**src/rtl/dwt_feat_pkg.sv**
```systemverilog
// Shared constants and helpers for the DWT sub-band feature extractor.
package dwt_feat_pkg;

  localparam int COEFF_W = 32;
  localparam logic [COEFF_W-1:0] ABS_MAX = 32'h7FFF_FFFF;

  // Accumulator width: enough headroom for LENGTH full-scale coefficients.
  function automatic int f_aw(input int len);
    return COEFF_W + $clog2(len);
  endfunction

endpackage

```
**src/rtl/dwt_feat_abs.sv**
```systemverilog
// Combinational saturating absolute value of a signed coefficient.
module dwt_feat_abs
  import dwt_feat_pkg::*;
(
  input  logic signed [COEFF_W-1:0] x,
  output logic        [COEFF_W-1:0] y
);

  // The most negative value has no positive twin, so it clamps to the largest positive one.
  always_comb begin
    y = x;
    if (x == {1'b1, {(COEFF_W-1){1'b0}}}) begin
      y = ABS_MAX;
    end else if (x[COEFF_W-1]) begin
      y = COEFF_W'(-x);
    end
  end

endmodule

```
**src/rtl/dwt_feature_extractor.sv**
```systemverilog
// Windowed max/min/mean/abs-sum feature extractor for one DWT sub-band stream.
module dwt_feature_extractor
  import dwt_feat_pkg::*;
#(
  parameter  int LENGTH = 8,
  localparam int CW     = $clog2(LENGTH),
  localparam int AW     = f_aw(LENGTH)
) (
  input  logic                      clk,
  input  logic                      rst,
  input  logic                      en,
  input  logic signed [COEFF_W-1:0] coeff_in,
  output logic                      valid,
  output logic signed [COEFF_W-1:0] max,
  output logic signed [COEFF_W-1:0] min,
  output logic signed [AW-1:0]      mean,
  output logic        [AW-1:0]      sum
);

  logic        [CW-1:0]      cnt;
  logic signed [AW-1:0]      acc;
  logic        [AW-1:0]      abs_acc;
  logic signed [COEFF_W-1:0] run_max;
  logic signed [COEFF_W-1:0] run_min;

  logic        [COEFF_W-1:0] abs_in;
  logic signed [AW-1:0]      acc_next;
  logic        [AW-1:0]      abs_next;
  logic signed [AW-1:0]      mean_next;
  logic signed [COEFF_W-1:0] max_next;
  logic signed [COEFF_W-1:0] min_next;
  logic                      last;

  dwt_feat_abs u_abs (
    .x (coeff_in),
    .y (abs_in)
  );

  // Running values including the current sample; sample 0 seeds max/min directly.
  always_comb begin
    last      = (cnt == CW'(LENGTH - 1));
    acc_next  = acc + {{CW{coeff_in[COEFF_W-1]}}, coeff_in};
    abs_next  = abs_acc + {{CW{1'b0}}, abs_in};
    mean_next = acc_next >>> CW;
    max_next  = coeff_in;
    min_next  = coeff_in;
    if (cnt != '0) begin
      max_next = (coeff_in > run_max) ? coeff_in : run_max;
      min_next = (coeff_in < run_min) ? coeff_in : run_min;
    end
  end

  always_ff @(posedge clk) begin
    if (rst) begin
      cnt     <= '0;
      acc     <= '0;
      abs_acc <= '0;
      run_max <= '0;
      run_min <= '0;
      valid   <= 1'b0;
      max     <= '0;
      min     <= '0;
      mean    <= '0;
      sum     <= '0;
    end else begin
      valid <= 1'b0;
      if (en) begin
        run_max <= max_next;
        run_min <= min_next;
        if (last) begin
          cnt     <= '0;
          acc     <= '0;
          abs_acc <= '0;
          valid   <= 1'b1;
          max     <= max_next;
          min     <= min_next;
          mean    <= mean_next;
          sum     <= abs_next;
        end else begin
          cnt     <= cnt + CW'(1);
          acc     <= acc_next;
          abs_acc <= abs_next;
        end
      end
    end
  end

endmodule

```
**config.mk**
```make
export PLATFORM = sky130hd
export DESIGN_NAME = dwt_feature_extractor
export DESIGN_NICKNAME = d
export VERILOG_FILES = /design/src/rtl/dwt_feat_pkg.sv /design/src/rtl/dwt_feat_abs.sv /design/src/rtl/dwt_feature_extractor.sv
export SDC_FILE = /design/constraint.sdc
export NUM_CORES = 1
export LEC_CHECK = 0
export ABC_AREA = 1
export CAP_MARGIN = 30
export CORE_UTILIZATION = 60
export DETAILED_ROUTE_END_ITERATION = 6
export GPL_TIMING_DRIVEN = 0
export PLACE_DENSITY = 0.83
export SLEW_MARGIN = 10
export SYNTH_ARGS = -nofsm -noshare
export SYNTH_HDL_FRONTEND = slang
export SYNTH_SLANG_ARGS = --single-unit
```
**constraint.sdc**
```tcl
create_clock -name clk -period 5.85 [get_ports clk]
set_input_delay 0.585 -clock clk [delete_from_list [all_inputs] [get_ports clk]]
set_output_delay 0.585 -clock clk [all_outputs]
set_load 0.05 [all_outputs]
```
* Yosys cells after proc, flatten, opt, wreduce, memory -nomap -nowiden
Cells that the tools add are included.
Cells by class: $add $sub $neg 4, magnitude comparators 2, equal/unequal tests 2, muxes and demuxes 10, bitwise gates (word level) 1, reduce and logical (&&, ||, !) cells 3
Operators by type and width (count):
- 2-to-1 mux 32 bit | 6
- 2-to-1 mux 35 bit | 2
- adder 35 x 32 -> 35 bit | 1
- adder 35 bit | 1
- == test 32 bit, second input constant | 1
- > comparator 32 bit | 1
- < comparator 32 bit | 1
- negation 32 bit | 1
- adder 3 x 1 -> 3 bit, second input constant | 1
- == test 3 bit, second input constant | 1
- 2-to-1 mux 3 bit | 1
- nonzero test 3 bit | 1
- AND reduction 2 bit | 1
- OR reduction 2 bit | 1
- 2-to-1 mux 1 bit | 1
- NOT 1 bit | 1
Storage, ports and cells: register bits after elaboration 269, input bits 35, output and inout bits 135

* Logic depth before layout (Yosys ltp)
Gate-level depths: netlist of run 1.
depth after elaboration 5, depth in mapped cells 28, depth with buffers taken out 28

* By module
A second synthesis of run 1 with hierarchy kept.
Second synthesis, totals: cells, all modules 2858, area total of the unflattened synthesis 18137.4 um2
Modules (own cells, without submodules):
- dwt_feature_extractor | instances 1, cells an instance 2619, area each 16884.9 um2, sequential area each 5385.2 um2
- dwt_feat_abs | instances 1, cells an instance 239, area each 1252.5 um2, sequential area each 0.0 um2

* Worst setup path before layout of run 1
No wires, ideal clock.
kind in2reg, start input coeff_in[1], end register sum[33], setup time 109 ps, arrival 3314 ps, slack 2427 ps, cell stages on the path 25, buffers on the path 0, cell sequence inv_1 -> ha_1 -> inv_1 -> nor3_2 -> inv_2 -> nor2_4 -> nand3_2 -> nor3_2 -> inv_2 -> nor2_4 -> inv_1 -> o21ai_1 -> or2_2 -> nand3_1 -> ha_1 -> a21oi_1 -> o21ai_0 -> a21oi_1 -> nor2_1 -> nor3_1 -> nand3_1 -> nand2_1 -> nand2_1 -> nand2_1 -> inv_1
Between the ends: cells in the longest elaborated chain, start to end 4
RTL lines:
- start: declaration | line dwt_feature_extractor.sv:12 | input logic signed [COEFF_W-1:0] coeff_in,
- negation 32 bit | line dwt_feat_abs.sv:15 | y = COEFF_W'(-x);
- 2-to-1 mux 32 bit | line dwt_feat_abs.sv:14 | end else if (x[COEFF_W-1]) begin
- 2-to-1 mux 32 bit * | line dwt_feat_abs.sv:12 | if (x == {1'b1, {(COEFF_W-1){1'b0}}}) begin
- adder 35 x 32 -> 35 bit * | line dwt_feature_extractor.sv:43 | abs_next = abs_acc + {{CW{1'b0}}, abs_in};
- end signal: assignment | line dwt_feature_extractor.sv:78 | sum <= abs_next;
- end: declaration | line dwt_feature_extractor.sv:17 | output logic [AW-1:0] sum
Mark *: on every way between the ends. The rest lies on a longest branch, timed or not. A chain may end at the register's enable or synchronous reset.

* Worst setup path after layout of run 1
start input coeff_in[1], end register abs_acc[30]
Between the ends: cells in the longest elaborated chain, start to end 5
RTL lines:
- negation 32 bit | line dwt_feat_abs.sv:15
- 2-to-1 mux 32 bit | line dwt_feat_abs.sv:14
- 2-to-1 mux 32 bit * | line dwt_feat_abs.sv:12
- adder 35 x 32 -> 35 bit * | line dwt_feature_extractor.sv:43
- 2-to-1 mux 35 bit * | line dwt_feature_extractor.sv:70 | if (last) begin
- end signal: assignment | line dwt_feature_extractor.sv:82 | abs_acc <= abs_next;
- end: declaration | line dwt_feature_extractor.sv:22 | logic [AW-1:0] abs_acc;
Marked as above.

==> out/qor.csv, run 1 <==
stage;metric;value;unit
worst_setup_path;worst-path maximum fanout;10;
global_routing;largest net degree at the start of global routing;15;
global_routing;vias in the first global route;18300;
yosys;Async S/R FF share, synth;0;
place;placed inst area;0.0200;mm2
die;Die X-Extent;174;um
status;status;finished clean;
pwr;Pwr Density;274;mW/mm2
cells_and_area;share of cells above drive strength 1;0.0391;
cts;CTS Sinks;269;
pwr;Seq pwr share;0.349;
cts;worst skew pair latency;0.58;ns
sta;final slew viol count;0;
yosys;Post-Syn Area per Cell;6.31;um2
yosys;top cells by area, synth;dfxtp_1 (30%), nand2_1 (14%), ha_1 (9.3%);
die;Cell Rows;62;
cells_and_area;Ant. Diodes;0;
pwr;net switching power;2.03;mW
cells_and_area;most frequent cells in the layout;nand2_1 (673), inv_1 (396), nor2_1 (386);
cells_and_area;commonest non-fill, non-tap cell in the layout;nand2_1;
detailed_routing;wire per inst;17.8;um
yosys;EDFF count, synth;0;
yosys;cell taking the most area after synthesis;dfxtp_1;
cts;Max Root-Sink Buffers;3;
yosys;Synth Cell Area;0.0178;mm2
place;DP HPWL;45.5;mm
place;DP Worst Slack;0.818;ns
global_routing;global-route wire length before repair;94.8;mm
die;Die Height;174;um
sta;setup tns final;0;ns
pwr;Pleak;10.6;nW
yosys;post-synth top area share;0.302;
cells_and_area;utilization after layout;0.729;
yosys;post-synthesis cell count;2823;
detailed_routing;initial DRC count;2169;
worst_setup_path;critical path class;primary input to flop;
yosys;ys flop type;dfxtp_1;
global_routing;antenna violations before repair;0;
die;io pins;170;
pwr;combinational power share;0.287;
yosys;post-synthesis cell type count;48;
yosys;Yosys reg bits;269;
sta;Period minus WS final;4.73;ns
cts;H-tree levels;1;
pwr;internal power;3.74;mW
die;Core Box Area;0.0289;mm2
worst_setup_path;CP required;6.35;ns
sta;final hold vios;0;
sta;setup violators final;0;
yosys;syn nets;2993;
detailed_routing;drt pass-1 iters;7;
die;die area;0.0304;mm2
cts;Root Buffer;clkbuf_16;
sta;worst slew pin tran;1.03;ns
cts;post-CTS sizing;0;
cts;CTS buffer count;30;
cts;Clock Pin Slew Worst Setup and Hold Paths;0.07;ns
flow_run;max cap viols;0;
sta;final worst-path cycle share;0.809;
detailed_routing;vias per inst;5.72;
sta;Setup Skew;0.0215;ns
cells_and_area;NumNets Final;3193;
cells_and_area;Area growth, synth to finish;18.3;%
cts;Hold Buf Count CTS;0;
detailed_routing;Routed Antenna Nets;0;
worst_hold_path;hold crit path type;flop to flop;
global_routing;All-Layer GR Usage;0.392;
worst_setup_path;Data arrival, critical path;5.23;ns
sta;Max Clock Freq;211;MHz
cts;post-CTS setup buffers;0;
pwr;Clock Power Share;0.364;
global_routing;total gr overflow;0;
pwr;Sw Share;0.352;
die;Initial Utilization;0.616;
detailed_routing;DRC Markers;0;
detailed_routing;final WL;61.1;mm
sta;Worst slew margin;0.312;
worst_setup_path;Setup crit end kind;flop;
place;Port Buf Inserts;168;
cts;CTS tree;yes;
worst_setup_path;critical path launch point type;primary input;
worst_setup_path;CP startpoint;coeff_in[1];
yosys;Seq/Total Area, Yosys;0.302;
worst_hold_path;hold path startpoint;acc[23];
pwr;worst vdd ir;0.284;mV
sta;Final Hold Slack;0.470;ns
cells_and_area;Design Area, Final;0.0211;mm2
detailed_routing;via count;19600;
yosys;synth warn;0;
worst_setup_path;reg2reg start;cnt[1];
sta;RSZ-0062 raised after global routing;false;
place;Placer Congestion;1.01;
sta;Final Worst Setup Slack;1.12;ns
per-layer routing:
| layer | vias to the layer above | share of wire | global-route usage | wire [um] |
|---|---|---|---|---|
| met5 | - | 0 | 0 | 0 |
| met4 | 0 | 0.057 | 0.204 | 3460 |
| met3 | 224 | 0.092 | 0.0575 | 5620 |
| met2 | 972 | 0.45 | 0.650 | 27800 |
| met1 | 8995 | 0.40 | 0.493 | 24200 |
| li1 | 9422 | - | - | - |
through the flow:
stage	total power [mW]	std cells
detailed placement	3.65	3375
global route	6.04	3431
floorplan	3.17	2823
global placement	3.60	3375
finish	5.78	3431
CTS	5.73	3431
cells in the mapped netlist, types with 2 or more instances:
cell / n
a21o_1: 8
nor2_4: 3
o21bai_2: 2
nor2_1: 386
or2_1: 3
o21ai_2: 6
fa_1: 2
a21boi_0: 3
o211ai_1: 8
o31ai_1: 4
or2_2: 9
nor3_2: 5
inv_2: 6
nand4_1: 44
nor4_1: 3
dfxtp_1: 269
o21ai_1: 10
buf_6: 3
buf_2: 11
nand2_2: 3
nand3b_1: 7
xor2_1: 40
buf_1: 21
ha_1: 133
o21a_1: 6
clkbuf_1: 76
a31oi_1: 4
o21ai_0: 103
a21oi_1: 249
buf_4: 6
a21oi_2: 3
nand2_1: 673
nor3_1: 24
o21bai_1: 6
inv_1: 396
xnor2_1: 13
nand3_1: 261
nand3_2: 4
kinds of logic (layout without fill, tap and decap cells):
kind of cell | after synthesis | after routing | share of synthesized area
compound gates | 417 | 417 | 0.126
xor+xnor | 53 | 53 | 0.0260
fa+ha+maj | 135 | 135 | 0.0956
buf+inv | 520 | 744 | 0.113
flops | 269 | 269 | 0.302
simple gates | 1429 | 1429 | 0.338
flip-flops by register name, summed over array words and instances (netlist names):
register and flops:
abs_acc 35, acc 35, sum 35, max 32
mean 32, min 32, run_max 32, run_min 32
cnt 3, valid 1
layout make-up:
class                           count  area [um2]
Multi-Input combinational cell   2034       10400
Clock buffer                       39         876
Sequential cell                   269        5390
Clock inverter                     17         224
Timing Repair Buffer              168        1680
Inverter                          403        1510
Fill cell                        2423        7850
Buffer                            117         498
Tap cell                          384         480
critical path, stage by stage:
cell and delay (ns):
clkdlybuf4s50_1 0.68, inv_1 0.29, ha_1 0.18, inv_1 0.07, nor3_2 0.16, inv_2 0.08
nor3_1 0.25, nand4_1 0.35, clkbuf_1 0.34, nand2_1 0.14, ha_1 0.21, fa_1 0.32
nand3_1 0.11, nand2_1 0.13, inv_1 0.08, o21ai_2 0.14, nand2_1 0.07, nand2_1 0.15
nand3_1 0.09, nand2_1 0.10, xor2_1 0.40, nand2_1 0.12, a21oi_1 0.17
path summary, 6_finish.rpt:
check	endpoint	slack, ns	depth (start not counted)
setup / recovery	abs_acc[30]	1.12	23
hold / removal	acc[23]	0.47	2
setup reg to reg	sum[17]	2.74	10
hold reg to reg	acc[23]	0.47	2
power by group through the flow:
stage / Clock [mW] / Combinational, mW / Sequential, mW
2_1_floorplan: 0 / 1.12 / 2.06
3_3_place_gp: 0 / 1.56 / 2.04
3_5_place_dp: 0 / 1.60 / 2.05
4_1_cts: 2.10 / 1.61 / 2.01
5_1_grt: 2.19 / 1.82 / 2.03
6_report: 2.11 / 1.66 / 2.02
Note: power is estimated with default switching activity, not from simulation.
==> run 2, diff against run 1 <==
--- a/config.mk
+++ b/config.mk
@@ -7,10 +7,10 @@
 export LEC_CHECK = 0
 export ABC_AREA = 1
 export CAP_MARGIN = 30
-export CORE_UTILIZATION = 60
+export CORE_UTILIZATION = 59
 export DETAILED_ROUTE_END_ITERATION = 6
 export GPL_TIMING_DRIVEN = 0
-export PLACE_DENSITY = 0.83
+export PLACE_DENSITY = 0.82
 export SLEW_MARGIN = 10
 export SYNTH_ARGS = -nofsm -noshare
 export SYNTH_HDL_FRONTEND = slang
==> constraint.sdc (replaced) <==
create_clock -name clk -period 4.4 [get_ports clk]
set_input_delay 0.44 -clock clk [delete_from_list [all_inputs] [get_ports clk]]
set_output_delay 0.44 -clock clk [all_outputs]
set_load 0.05 [all_outputs]
==> run 2 against run 1 <==
  * The flow now finishes with violations (design-rule violations)
  * Clock-buffer cell count grew 3
  * Setup slack worse by 0.88 ns
  * Combinational power up 32%
  * Power is 31% higher
  * Global-route usage is 0.84 points lower
==> out/qor.csv, run 2 (same netlist as run 1, synthesis figures left out) <==
stage;metric;value;unit;change
die;die area;0.0309;mm2;+1.7%
pwr;Seq pwr share;0.355;;+0.006
pwr;Pwr Density;357;mW/mm2;+30%
sta;final worst-path cycle share;0.946;;
die;Cell Rows;63;;+1.6%
sta;final slew viol count;0;;unchanged
pwr;Sw Share;0.355;;+0.00266
pwr;total power;7.55;mW;+31%
place;Post-Place Cells;3381;;+0.18%
global_routing;M1 GR Usage;0.474;;-0.0190
pwr;Pleak;10.8;nW;+1.7%
pwr;Clock Power Share;0.355;;-0.009
worst_setup_path;Setup crit end kind;flop;;
status;status;finished with violations;;
pwr;combinational power share;0.290;;+0.003
die;Die Height;176;um;+0.83%
worst_setup_path;worst-path maximum fanout;10;;unchanged
global_routing;routing usage on met2;0.640;;-0.00975
sta;Setup Skew;0.0183;ns;-0.00317 ns
detailed_routing;via count;19500;;-0.81%
worst_setup_path;CP required;4.91;ns;-1.44 ns
global_routing;total gr overflow;0;;unchanged
cells_and_area;most frequent cells in the layout;nand2_1 (673), inv_1 (396), nor2_1 (386);;
cts;Root Buffer;clkbuf_16;;
sta;Final Worst Setup Slack;0.236;ns;-0.881 ns
pwr;internal power;4.87;mW;+30%
worst_setup_path;critical path class;primary input to flop;;
cells_and_area;Design Area, Final;0.0211;mm2;+0.14%
sta;setup violators final;0;;unchanged
global_routing;All-Layer GR Usage;0.384;;-0.00842
detailed_routing;wire per inst;17.7;um;-0.72%
place;Placer Congestion;1.00;;-0.43%
cts;CTS Sinks;269;;unchanged
cts;Clock Pin Slew Worst Setup and Hold Paths;0.06;ns;about the same
detailed_routing;drt pass-1 iters;7;;unchanged
worst_setup_path;critical path launch point type;primary input;;
global_routing;antenna violations before repair;0;;unchanged
worst_setup_path;crit-path cells;clkdlybuf4s50_1, inv_1, nand4_1, nor3_1, nand4_1, clkbuf_1, nand2_1, ha_1, fa_1, nand3_1, nand2_1, inv_1, o21ai_2, nand2_1, nand2_1, nand3_1, nand2_1, xor2_1, o21ai_0, inv_1;;
detailed_routing;final WL;60.8;mm;-0.43%
die;Core Box Area;0.0297;mm2;+2.7%
detailed_routing;Routed Antenna Nets;0;;unchanged
detailed_routing;initial DRC count;1908;;-12%
global_routing;largest net degree at the start of global routing;16;;+1
global_routing;GR Layer Usage met3;0.0558;;-0.00168
pwr;worst vdd ir;0.321;mV;+13%
cells_and_area;NumNets Final;3198;;+0.16%
detailed_routing;DRC Markers;1;;+1
place;DP Worst Slack;-0.525;ns;-1.34 ns
detailed_routing;vias per inst;5.65;;-1.1%
cts;CTS tree;yes;;
cells_and_area;share of cells above drive strength 1;0.0387;;-0.000366
flow_run;max cap viols;0;;unchanged
cells_and_area;utilization after layout;0.711;;-0.0182
sta;Final Hold Slack;0.415;ns;-0.0550 ns
worst_hold_path;hold crit path type;primary input to flop;;
cells_and_area;Top Registers;abs_acc x35, acc x35, sum x35;;
cts;worst skew pair latency;0.59;ns;about the same
global_routing;vias in the first global route;18200;;-0.49%
sta;setup tns final;0;ns;unchanged
sta;Worst slew margin;0.286;;-0.0254
worst_setup_path;slowest CP cell;clkdlybuf4s50_1;;
place;Port Buf Inserts;168;;unchanged
cts;Max Root-Sink Buffers;3;;unchanged
global_routing;layer with the highest usage;met2;;
worst_setup_path;CP most frequent cell;nand2_1;;
cells_and_area;commonest non-fill, non-tap cell in the layout;nand2_1;;
sta;final hold vios;0;;unchanged
worst_setup_path;slowest stage delay, CP;0.72;ns;+0.04 ns
cts;Hold Buf Count CTS;0;;unchanged
worst_setup_path;Data arrival, critical path;4.68;ns;-0.55 ns
die;io pins;170;;unchanged
global_routing;global-route wire length before repair;93.5;mm;-1.3%
sta;worst slew pin tran;1.07;ns;+0.0381 ns
sta;Max Clock Freq;240;MHz;
die;Die X-Extent;176;um;+0.83%
place;placed inst area;0.0200;mm2;about the same
sta;Period minus WS final;4.16;ns;
cells_and_area;final cell count without fillers;3441;;+0.29%
cts;CTS buffer count;30;;unchanged
cts;H-tree levels;1;;unchanged
die;Initial Utilization;0.600;;-0.0162
status;failing checks;design-rule violations;;
cells_and_area;Area growth, synth to finish;18.5;%;
place;DP HPWL;45.4;mm;-0.17%
pwr;net switching power;2.68;mW;+32%
==> run 2: final timing paths <==
check	from	cells after the start	end	slack, ns
hold / removal	coeff_in[0]	5	run_max[0]	0.42
setup reg to reg	cnt[0]	10	sum[21]	1.15
hold reg to reg	acc[17]	2	acc[17]	0.47
setup / recovery	coeff_in[5]	20	sum[30]	0.24
==> run 2: power groups by stage <==
stage | registers (mW) | clock network [mW] | logic, mW
6_report | 2.68 | 2.68 | 2.19
5_1_grt | 2.69 | 2.78 | 2.41
4_1_cts | 2.67 | 2.68 | 2.13
3_5_place_dp | 2.73 | 0 | 2.12
3_3_place_gp | 2.72 | 0 | 2.08
2_1_floorplan | 2.73 | 0 | 1.48
==> run 2: cell type report <==
class	count	area (um2)
clock inverters	12	175
plain buffers	117	499
repair buffers	173	1770
well taps	390	488
clock buffers	42	856
multi-input cells	2034	10400
fillers	2559	8600
inverters	403	1510
flip-flops and latches	269	5390
diodes	1	2.50
==> run 2: what timing repair did <==
action,CTS,global route
resized for setup,0,22
setup buffers,0,5
setup endpoints to repair,0,38
==> run 2: critical path: cells and delay by family <==
kind,cells,cell delay [ns]
buffers and inverters,5,1.43
and+or+nand+nor,10,1.59
AOI/OAI and AO/OA,2,0.31
xor gates and xnor gates,1,0.37
adders and majority gates,2,0.51
==> run 2: routing by layer <==
layer	part of all wire	wire length, um
met1	0.40	24200
met2	0.46	27800
met3	0.089	5390
met4	0.057	3440
met5	0	0
